<file path="config.mk">
export PLATFORM = sky130hd
export DESIGN_NAME = memory_access
export DESIGN_NICKNAME = d
export VERILOG_FILES = /design/src/rtl/memory_access_pkg.sv /design/src/rtl/memory_access_load_align.sv /design/src/rtl/memory_access.sv
export SDC_FILE = /design/constraint.sdc
export NUM_CORES = 1
export LEC_CHECK = 0
export ABC_AREA = 1
export BUFFER_PORTS_ARGS = -buffer_cell sky130_fd_sc_hd__buf_2
export CORE_MARGIN = 1.5
export CORE_UTILIZATION = 45
export CTS_BUF_LIST = sky130_fd_sc_hd__clkbuf_8
export CTS_CLUSTER_DIAMETER = 120
export CTS_CLUSTER_SIZE = 10
export DETAILED_ROUTE_END_ITERATION = 16
export PLACE_DENSITY = 0.79
export SLEW_MARGIN = 25
export SYNTH_ARGS = -nofsm -noshare
export SYNTH_HDL_FRONTEND = slang
export SYNTH_SLANG_ARGS = --single-unit
</file>
<file path="constraint.sdc">
create_clock -name clk -period 1.55 [get_ports clk]
set_clock_uncertainty 0.1 [all_clocks]
set_input_delay 0.0775 -clock clk [delete_from_list [all_inputs] [get_ports clk]]
set_output_delay 0.0775 -clock clk [all_outputs]
set_load 0.01 [all_outputs]
</file>
<file path="src/rtl/memory_access_pkg.sv">
// memory_access_pkg
//   Constants shared by the CPU memory stage: LSU access sizes, data bus
//   command codes and the memory-stage state encoding, plus small helpers
//   for alignment checking, byte-enable generation and store lane
//   replication.
package memory_access_pkg;

    typedef enum logic [1:0] {
        LSU_IDLE  = 2'd0,
        LSU_BYTE  = 2'd1,
        LSU_HWORD = 2'd2,
        LSU_WORD  = 2'd3
    } lsu_op_e;

    typedef enum logic [1:0] {
        BUS_IDLE  = 2'd0,
        BUS_READ  = 2'd1,
        BUS_WRITE = 2'd2
    } bus_cmd_e;

    typedef enum logic [1:0] {
        ST_IDLE = 2'd0,
        ST_CMD  = 2'd1,
        ST_WAIT = 2'd2
    } mem_state_e;

    function automatic logic is_misaligned(input lsu_op_e op, input logic [1:0] addr_lo);
        case (op)
            LSU_HWORD: return addr_lo[0];
            LSU_WORD:  return |addr_lo;
            default:   return 1'b0;
        endcase
    endfunction

    function automatic logic [3:0] byte_enables(input lsu_op_e op, input logic [1:0] addr_lo);
        case (op)
            LSU_BYTE:  return 4'b0001 << addr_lo;
            LSU_HWORD: return addr_lo[1] ? 4'b1100 : 4'b0011;
            LSU_WORD:  return 4'b1111;
            default:   return 4'b0000;
        endcase
    endfunction

    // Narrow store data is copied into every lane so the slave only needs
    // to honour the byte enables.
    function automatic logic [31:0] store_lanes(input lsu_op_e op, input logic [31:0] data);
        case (op)
            LSU_BYTE:  return {4{data[7:0]}};
            LSU_HWORD: return {2{data[15:0]}};
            default:   return data;
        endcase
    endfunction

endpackage

</file>
<file path="src/rtl/memory_access_load_align.sv">
// lsu_load_align
//   Combinational load-data aligner: selects the byte or halfword lane
//   addressed by addr[1:0] from a 32-bit bus word and sign- or zero-extends
//   it to 32 bits.
//   Ports:
//     addr   in  2   low address bits selecting the lane
//     size   in  2   access size (lsu_op_e)
//     ext    in  1   1 = sign-extend, 0 = zero-extend
//     word   in  32  raw bus read data
//     value  out 32  aligned, extended result
module lsu_load_align
    import memory_access_pkg::*;
(
    input  logic [1:0]  addr,
    input  lsu_op_e     size,
    input  logic        ext,
    input  logic [31:0] word,
    output logic [31:0] value
);

    logic [7:0]  lane_b;
    logic [15:0] lane_h;

    always_comb begin
        case (addr)
            2'd0:    lane_b = word[7:0];
            2'd1:    lane_b = word[15:8];
            2'd2:    lane_b = word[23:16];
            default: lane_b = word[31:24];
        endcase

        lane_h = addr[1] ? word[31:16] : word[15:0];

        case (size)
            LSU_BYTE:  value = {{24{ext & lane_b[7]}}, lane_b};
            LSU_HWORD: value = {{16{ext & lane_h[15]}}, lane_h};
            default:   value = word;
        endcase
    end

endmodule

</file>
<file path="src/rtl/memory_access.sv">
// memory_access
//   CPU memory stage. Passes non-memory results straight to writeback,
//   flags misaligned accesses, and runs loads/stores over a simple
//   command/ack + ready data bus. Stores are posted (finish on command
//   ack); loads wait for read data and write back the extended value.
//   Ports:
//     clk, nrst                 clock, synchronous active-low reset
//     i_fetch_stall             hold off accepting a new instruction
//     o_mem_stall               stage busy with a bus transaction
//     i_rd_no, i_alu_result     destination register, ALU result / address
//     i_lsu_op, i_lsu_lns,
//     i_lsu_ext, i_mem_data     access size, load/store, sign-ext, store data
//     o_dbus_addr/cmd/be/data   data bus request
//     i_dbus_cmd_ack            bus accepted the request
//     i_dbus_rdy, i_dbus_data   read data valid, read data
//     o_rd_no, o_rd_val         writeback register and value
//     o_addr_err                one-cycle misaligned-access pulse
module memory_access
    import memory_access_pkg::*;
#(
    parameter int ADDR_WIDTH = 32,
    parameter int DATA_WIDTH = 32
) (
    input  logic                  clk,
    input  logic                  nrst,
    input  logic                  i_fetch_stall,
    output logic                  o_mem_stall,
    input  logic [4:0]            i_rd_no,
    input  logic [31:0]           i_alu_result,
    input  logic [1:0]            i_lsu_op,
    input  logic                  i_lsu_lns,
    input  logic                  i_lsu_ext,
    input  logic [DATA_WIDTH-1:0] i_mem_data,
    output logic [ADDR_WIDTH-1:0] o_dbus_addr,
    output logic [1:0]            o_dbus_cmd,
    output logic [3:0]            o_dbus_be,
    output logic [DATA_WIDTH-1:0] o_dbus_data,
    input  logic                  i_dbus_cmd_ack,
    input  logic                  i_dbus_rdy,
    input  logic [DATA_WIDTH-1:0] i_dbus_data,
    output logic [4:0]            o_rd_no,
    output logic [31:0]           o_rd_val,
    output logic                  o_addr_err
);

    mem_state_e  state;
    lsu_op_e     op_in;
    lsu_op_e     lat_size;
    logic [1:0]  lat_addr_lo;
    logic        lat_lns;
    logic        lat_ext;
    logic [4:0]  lat_rd_no;
    logic [31:0] load_value;

    assign op_in       = lsu_op_e'(i_lsu_op);
    assign o_mem_stall = (state != ST_IDLE);

    lsu_load_align u_load_align (
        .addr  (lat_addr_lo),
        .size  (lat_size),
        .ext   (lat_ext),
        .word  (i_dbus_data),
        .value (load_value)
    );

    always_ff @(posedge clk) begin
        if (!nrst) begin
            state       <= ST_IDLE;
            lat_size    <= LSU_IDLE;
            lat_addr_lo <= '0;
            lat_lns     <= 1'b0;
            lat_ext     <= 1'b0;
            lat_rd_no   <= '0;
            o_dbus_addr <= '0;
            o_dbus_cmd  <= BUS_IDLE;
            o_dbus_be   <= '0;
            o_dbus_data <= '0;
            o_rd_no     <= '0;
            o_rd_val    <= '0;
            o_addr_err  <= 1'b0;
        end else begin
            // The error flag is a pulse; it never survives a held stall.
            o_addr_err <= 1'b0;
            case (state)
                ST_IDLE: begin
                    if (!i_fetch_stall) begin
                        if (op_in == LSU_IDLE) begin
                            o_rd_no  <= i_rd_no;
                            o_rd_val <= i_alu_result;
                        end else if (is_misaligned(op_in, i_alu_result[1:0])) begin
                            o_rd_no    <= '0;
                            o_addr_err <= 1'b1;
                        end else begin
                            lat_size    <= op_in;
                            lat_addr_lo <= i_alu_result[1:0];
                            lat_lns     <= i_lsu_lns;
                            lat_ext     <= i_lsu_ext;
                            lat_rd_no   <= i_rd_no;
                            o_dbus_addr <= {i_alu_result[ADDR_WIDTH-1:2], 2'b00};
                            o_dbus_cmd  <= i_lsu_lns ? BUS_READ : BUS_WRITE;
                            o_dbus_be   <= byte_enables(op_in, i_alu_result[1:0]);
                            o_dbus_data <= store_lanes(op_in, i_mem_data);
                            o_rd_no     <= '0;
                            state       <= ST_CMD;
                        end
                    end
                end
                ST_CMD: begin
                    o_rd_no <= '0;
                    if (i_dbus_cmd_ack) begin
                        o_dbus_cmd <= BUS_IDLE;
                        state      <= lat_lns ? ST_WAIT : ST_IDLE;
                    end
                end
                ST_WAIT: begin
                    if (i_dbus_rdy) begin
                        o_rd_val <= load_value;
                        o_rd_no  <= lat_rd_no;
                        state    <= ST_IDLE;
                    end else begin
                        o_rd_no <= '0;
                    end
                end
                default: begin
                    o_dbus_cmd <= BUS_IDLE;
                    o_rd_no    <= '0;
                    state      <= ST_IDLE;
                end
            endcase
        end
    end

endmodule
</file>
==> Word-level counts from Yosys, hierarchy flattened <==
Index checks and enable logic that the tools add are counted.
{ "totals": {"reg_bits": 119, "out_inout_bits": 109, "wordCells": 81} }
{ "classes": {"eq_ne": 15, "n_shift": 1, "n_mux": 33, "bitwise_logic": 8, "reduce_logical": 11} }
{ "op_table": {"columns": ["op", "n"], "rows": [
  ["32-bit case mux with 2 select lines", 3],
  ["32-bit two-way mux", 3],
  ["8-bit case mux with 3 select lines", 1],
  ["2-bit two-way mux", 11],
  ["16-bit two-way mux", 1],
  ["5-bit two-way mux", 3],
  ["2-bit != test (second input constant)", 6],
  ["2-bit case mux with 3 select lines", 2],
  ["4-bit case mux with 3 select lines", 1],
  ["2-bit == test (second input constant)", 5],
  ["5-bit case mux with 2 select lines", 1],
  ["5-bit AND reduction", 2],
  ["2-bit by 1-bit == test with 1-bit output (second input constant)", 4],
  ["4-bit AND reduction", 2],
  ["2-bit zero test", 3],
  ["1-bit NOT", 6],
  ["1-bit two-way mux", 5],
  ["4-bit two-way mux", 1],
  ["2-bit nonzero test", 2],
  ["4-bit OR reduction", 1],
  ["1-bit by 2-bit << shifter with 4-bit output (first input constant)", 1],
  ["1-bit AND", 2],
  ["1-bit case mux with 2 select lines", 1],
  ["2-bit OR reduction", 1]
]} }

==> Longest topological paths before layout <==
{ "logic_depth": {"depth_word": 10, "mapped_depth": 12} }

==> By module <==
Synthesis repeated with hierarchy kept, for this count alone.
{ "hier_totals": {"hier_cells": 1058, "area_unflattened_um2": 6503.7} }
{ "by_module_without_submodules": {"columns": ["mod", "instances", "cells_per_inst", "area_per_inst_um2", "seq_area_each_um2"], "rows": [
  ["memory_access", 1, 892, 5759.3, 2382.3],
  ["lsu_load_align", 1, 166, 744.5, 0.0]
]} }

==> Worst setup path before layout <==
No wires, ideal clock.
{ "synth_timing": {"kind": "register to register", "startpoint": "register lat_size[0]", "endpoint": "register o_rd_val[4]", "setup_ns": 0.132, "t_arrival_ns": 1.478, "required_time_ns": 1.318, "path_slack_ns": -0.161, "stages_incl_launch_ff": 10, "synth_period_minus_slack_ns": 1.711, "cell_sequence": "dfxtp_1 > inv_1 > ha_1 > buf_2 > a21oi_1 > o21ai_0 > nand2_1 > nand3_1 > nand2_1 > a21oi_1"} }
{ "synth_between": {"elab_chain_cells": 4} }
{ "synth_rtl": {"columns": ["element", "line_no", "text"], "rows": [
  ["from (decl)", "memory_access.sv:48", "lsu_op_e lat_size;"],
  ["from (signal assigned)", "memory_access.sv:94", "lat_size <= op_in;"],
  ["2-bit == test / 2-bit by 1-bit == test with 1-bit output (equally long branches)", "memory_access_load_align.sv:34", "case (size)"],
  ["32-bit case mux with 2 select lines (*)", "memory_access_load_align.sv:34", null],
  ["32-bit two-way mux (*)", "memory_access.sv:116", "if (i_dbus_rdy) begin"],
  ["32-bit case mux with 2 select lines (*)", "memory_access.sv:84", "case (state)"],
  ["to (signal assigned)", "memory_access.sv:89", "o_rd_val <= i_alu_result;"],
  ["to (signal assigned)", "memory_access.sv:117", "o_rd_val <= load_value;"],
  ["to (decl)", "memory_access.sv:42", "output logic [31:0] o_rd_val,"]
]} }
Every way passes the cells marked *; elsewhere a longest branch is shown, timed or not. The select of a mux whose other input is x is not followed.
A chain may end at the register's enable or synchronous reset.

==> Worst setup path after layout <==
{ "layout_timing": {"startpoint": "register state[0]", "endpoint": "register o_rd_val[24]"} }
{ "layout_between": {"elab_chain_cells": 3} }
{ "layout_rtl": {"columns": ["element", "line_no", "text"], "rows": [
  ["from (decl)", "memory_access.sv:46", "mem_state_e state;"],
  ["from (signal assigned)", "memory_access.sv:112", "state <= lat_lns ? ST_WAIT : ST_IDLE;"],
  ["2-bit == test / 2-bit zero test (equally long branches)", "memory_access.sv:84", null],
  ["2-bit != test (no line) / 2-bit nonzero test (equally long branches)", null, null],
  ["4-bit AND reduction (no line)", null, null]
]} }
Several ways; a longest one is shown, not always the timed one.

==> results.txt <==
Port Buffers - 216
Pre-antenna DRT Iters - 6
Crit path time final - 1679 ps
DRC errors left - 0
Largest cells by area after synthesis - dfxtp_1, a21oi_1, nand2_1
Pwr dens - 1502 nW/um^2
Post-Synthesis Cells - 825
Setup ws final - -128.6 ps
Max Slew Vio Count - 0
Ports - 219
Final net count - 1309
Sequential fraction of the synthesis area - 42.50%
Clock-pin slew on the worst setup and hold paths - 70 ps
WS Path Type - flop to flop
Grt ovf - 0
Worst-Margin Slew - 618.9 ps
Max Cap Viol - 0
Top cells by count, synth - nand2_1, a21oi_1, dfxtp_1
Maximum vdd drop - 687.1 uV
Hold path depth - 5
Clk Latency, worst-skew pair - 450 ps
Most used cell, CP - buf_6
Final ANT Viol Nets - 0
Routed via count - 7646
R2R cell count - 7
Clock sink total - 119
Gr busiest metal - met2
Sequential cell area - 2394 sq um
Critical path arrival - 1960 ps
Clock share of power - 17.6%
GP Congestion - 0.9111
Post-synth EDFFs - 0
Cell internal pwr - 8.415 mW
CTS root buf - clkbuf_8
Initial antenna violation count - 0
# H-tree levels - 4
R2R Setup Slk - -130 ps
Count leader, synth - nand2_1
Die area - 13140 sq um
Net Sw Power - 5.895 mW
Hpwl dp - 12930 microns
Hold Crit Endpoint - o_rd_no[4]$_SDFFE_PN0N_
Pwr Total - 14.31 mW
Rel. slew slack - 58.74%
N_diodes - 0
F_max - 595.7 MHz
Comb power frac - 51.5%
Mean Syn Cell Area - 6.794 sq um
Tightest Hold Check Type - input pin to flop
Reg2reg end - o_rd_val[24]$_SDFFE_PN0P_
Initial Util - 46.47%
Synthesized cell area - 5605 sq um
Width of the die - 114.6 microns
Layout cells sized above 1 - 35.90%
Vias in the first global route - 6793
Leakage power total - 4.510 nW
Initial DRC Count - 914
Post-synth cell types - 25
Reg-to-Reg Start - state[0]$_SDFFE_PN0P_
Die Span Y - 114.6 microns
Hold path startpoint - i_dbus_rdy
Worst-path fanout max - 22
Switching share of power - 41.20%
M2 GR Usage - 53.49%
Startpoint Class - flop
Post-synthesis register bit count - 119
Vias/cell - 5.565
First-pass GRT wire length - 33660 microns
CP endpoint kind - flop
Synth async-reset ratio - 0%
Biggest area consumer among synthesized cells - dfxtp_1
Met3 GRT Util - 8.629%
Area occupied by multi-input gates - 3112 sq um
CP max-delay cell - dfxtp_4
Cts bufs inserted - 17
Hold Vio Cnt, Final - 0
Yosys top cell area share - 42.50%
CTS Buffer Depth - 2
Largest net degree at the start of global routing - 56
Synth warn - 0
Place WS - -225.8 ps
Crit path largest cell delay - 370 ps
Final setup vio count - 96
Cell breakdown of the critical path - buf_6 > nor2_4 > inv_2 > a21oi_4 > buf_6 > o21ai_0 > a21oi_2
FP Rows - 40
TritonCTS clock tree - built
Layout fillers - 771
Commonest register cell after synthesis - dfxtp_1
WL final - 25330 microns
Wire per inst - 18.43 microns
Met1 GRT Util - 39.12%
RSZ-0062 raised after global routing - yes
Part of the power in registers - 30.8%
Area Growth Syn to Fin - 70.00%
Period utilization - 108.3%
Core Area - 12060 sq um
Status - finished with violations
Critical Path RT - 1830 ps
Gr usage total - 33.24%
Failing checks - setup timing
-- layout make-up --
type	count	area share, %
Clock buffer	23	3.322
Inverter	61	2.534
Sequential cell	119	25.12
Clock inverter	9	0.3808
Timing Repair inverter	1	0.09191
Multi-Input combinational cell	586	32.65
Tap cell	168	2.206
Timing Repair Buffer	407	33.69
-- cells by family (layout without fill, tap and decap cells) --
logic type,count (synthesis),after routing,synth area share (%)
compound gates,317,317,28.73
simple gates,261,261,18.35
buf+inv,121,501,9.018
flops,119,119,42.50
fa+ha+maj,6,6,1.339
other cells,1,2,0.06690
-- state kept, by name, indices dropped and copies added, names as in the netlist --
signal,cells
o_dbus_data,32
state,2
lat_ext,1
lat_addr_lo,2
o_rd_val,32
o_dbus_addr,30
lat_lns,1
lat_rd_no,5
o_dbus_be,4
o_rd_no,5
o_dbus_cmd,2
lat_size,2
o_addr_err,1
-- how the worst max path moves through the flow --
stage                                startpoint                   endpoint  slack, ps  depth (start not counted)
finish                    state[0]$_SDFFE_PN0P_  o_rd_val[24]$_SDFFE_PN0P_       -130                          7
floorplan              lat_size[0]$_SDFFE_PN0P_   o_rd_val[4]$_SDFFE_PN0P_        -20                          9
detailed placement     lat_size[1]$_SDFFE_PN0P_   o_rd_val[1]$_SDFFE_PN0P_       -230                          8
global placement       lat_size[1]$_SDFFE_PN0P_   o_rd_val[4]$_SDFFE_PN0P_       -130                          8
CTS                    lat_size[1]$_SDFFE_PN0P_  o_rd_val[16]$_SDFFE_PN0P_        -50                         10
global route        lat_addr_lo[1]$_SDFFE_PN0P_   o_rd_val[3]$_SDFFE_PN0P_       -220                          8
-- power groups by stage --
stage	Clock, mW	Sequential [mW]	Combinational (mW)
floorplan	0	4.66	2.69
global placement	0	4.32	4.95
detailed placement	0	4.33	5.05
CTS	2.53	4.31	6.01
global route	2.69	4.47	7.85
finish	2.53	4.41	7.38
-- what timing repair did --
action / in CTS / in global routing
hold endpoints to repair: 114 / 0
hold buffers: 113 / 0
buffers inserted: 11 / 13
gates cloned: 6 / 9
pin swaps: 2 / 18
setup endpoints to repair: 100 / 113
gates resized for setup: 36 / 144
-- layer usage --
layer / part of all wire, % / vias to the layer above / routed length [microns]
met5: 0 / - / 0
met4: 6.7 / 0 / 1693
met3: 9.4 / 172 / 2387
met2: 47 / 526 / 11920
met1: 37 / 3477 / 9329
li1: - / 3471 / -
-- metrics by stage --
stage	hold slack [ps]	instances	util, %	setup TNS, ps	instance area (sq um)
final	26.56	1374	79.00	-4869	9529
after global routing	44.91	1374	79.00	-11850	9529
after CTS	1.489	1355	73.78	-483.3	8899
after detailed placement	238.7	1195	58.70	-6664	7081
after global placement	238.4	1195	58.70	-2694	7081
after floorplan	120.4	826	-	-111.6	5629
-- critical path, delay by kind of cell, from the launching register on --
| family | cells | cell delay (ps) |
|---|---|---|
| buf+inv | 3 | 430 |
| flops | 1 | 370 |
| compound gates | 3 | 580 |
| simple gates | 1 | 130 |
-- placed cells by master (no fill, tap or decap), types with 2 or more instances in the layout --
master	Yosys	final
buf_2	17	214
nand2_1	193	175
a21oi_1	167	133
dfxtp_1	119	114
dlygate4sd3_1	0	113
o21ai_0	109	71
inv_1	58	60
o21ai_1	34	48
buf_4	8	42
nor2_1	41	34
a21oi_2	1	32
o21ai_2	0	23
clkbuf_8	0	23
nand2_2	3	16
buf_6	0	14
nand3_1	15	13
buf_12	0	10
inv_2	3	7
nor2_2	2	7
clkbuf_16	0	7
or2_2	5	5
nand2_4	0	5
buf_16	0	5
a21oi_4	1	4
a31oi_1	3	3
ha_1	6	3
dfxtp_2	0	3
nor2_4	0	2
ha_4	0	2
conb_1	1	2
clkinv_2	0	2
dfxtp_4	0	2
Power figures use the tool's default switching activity.
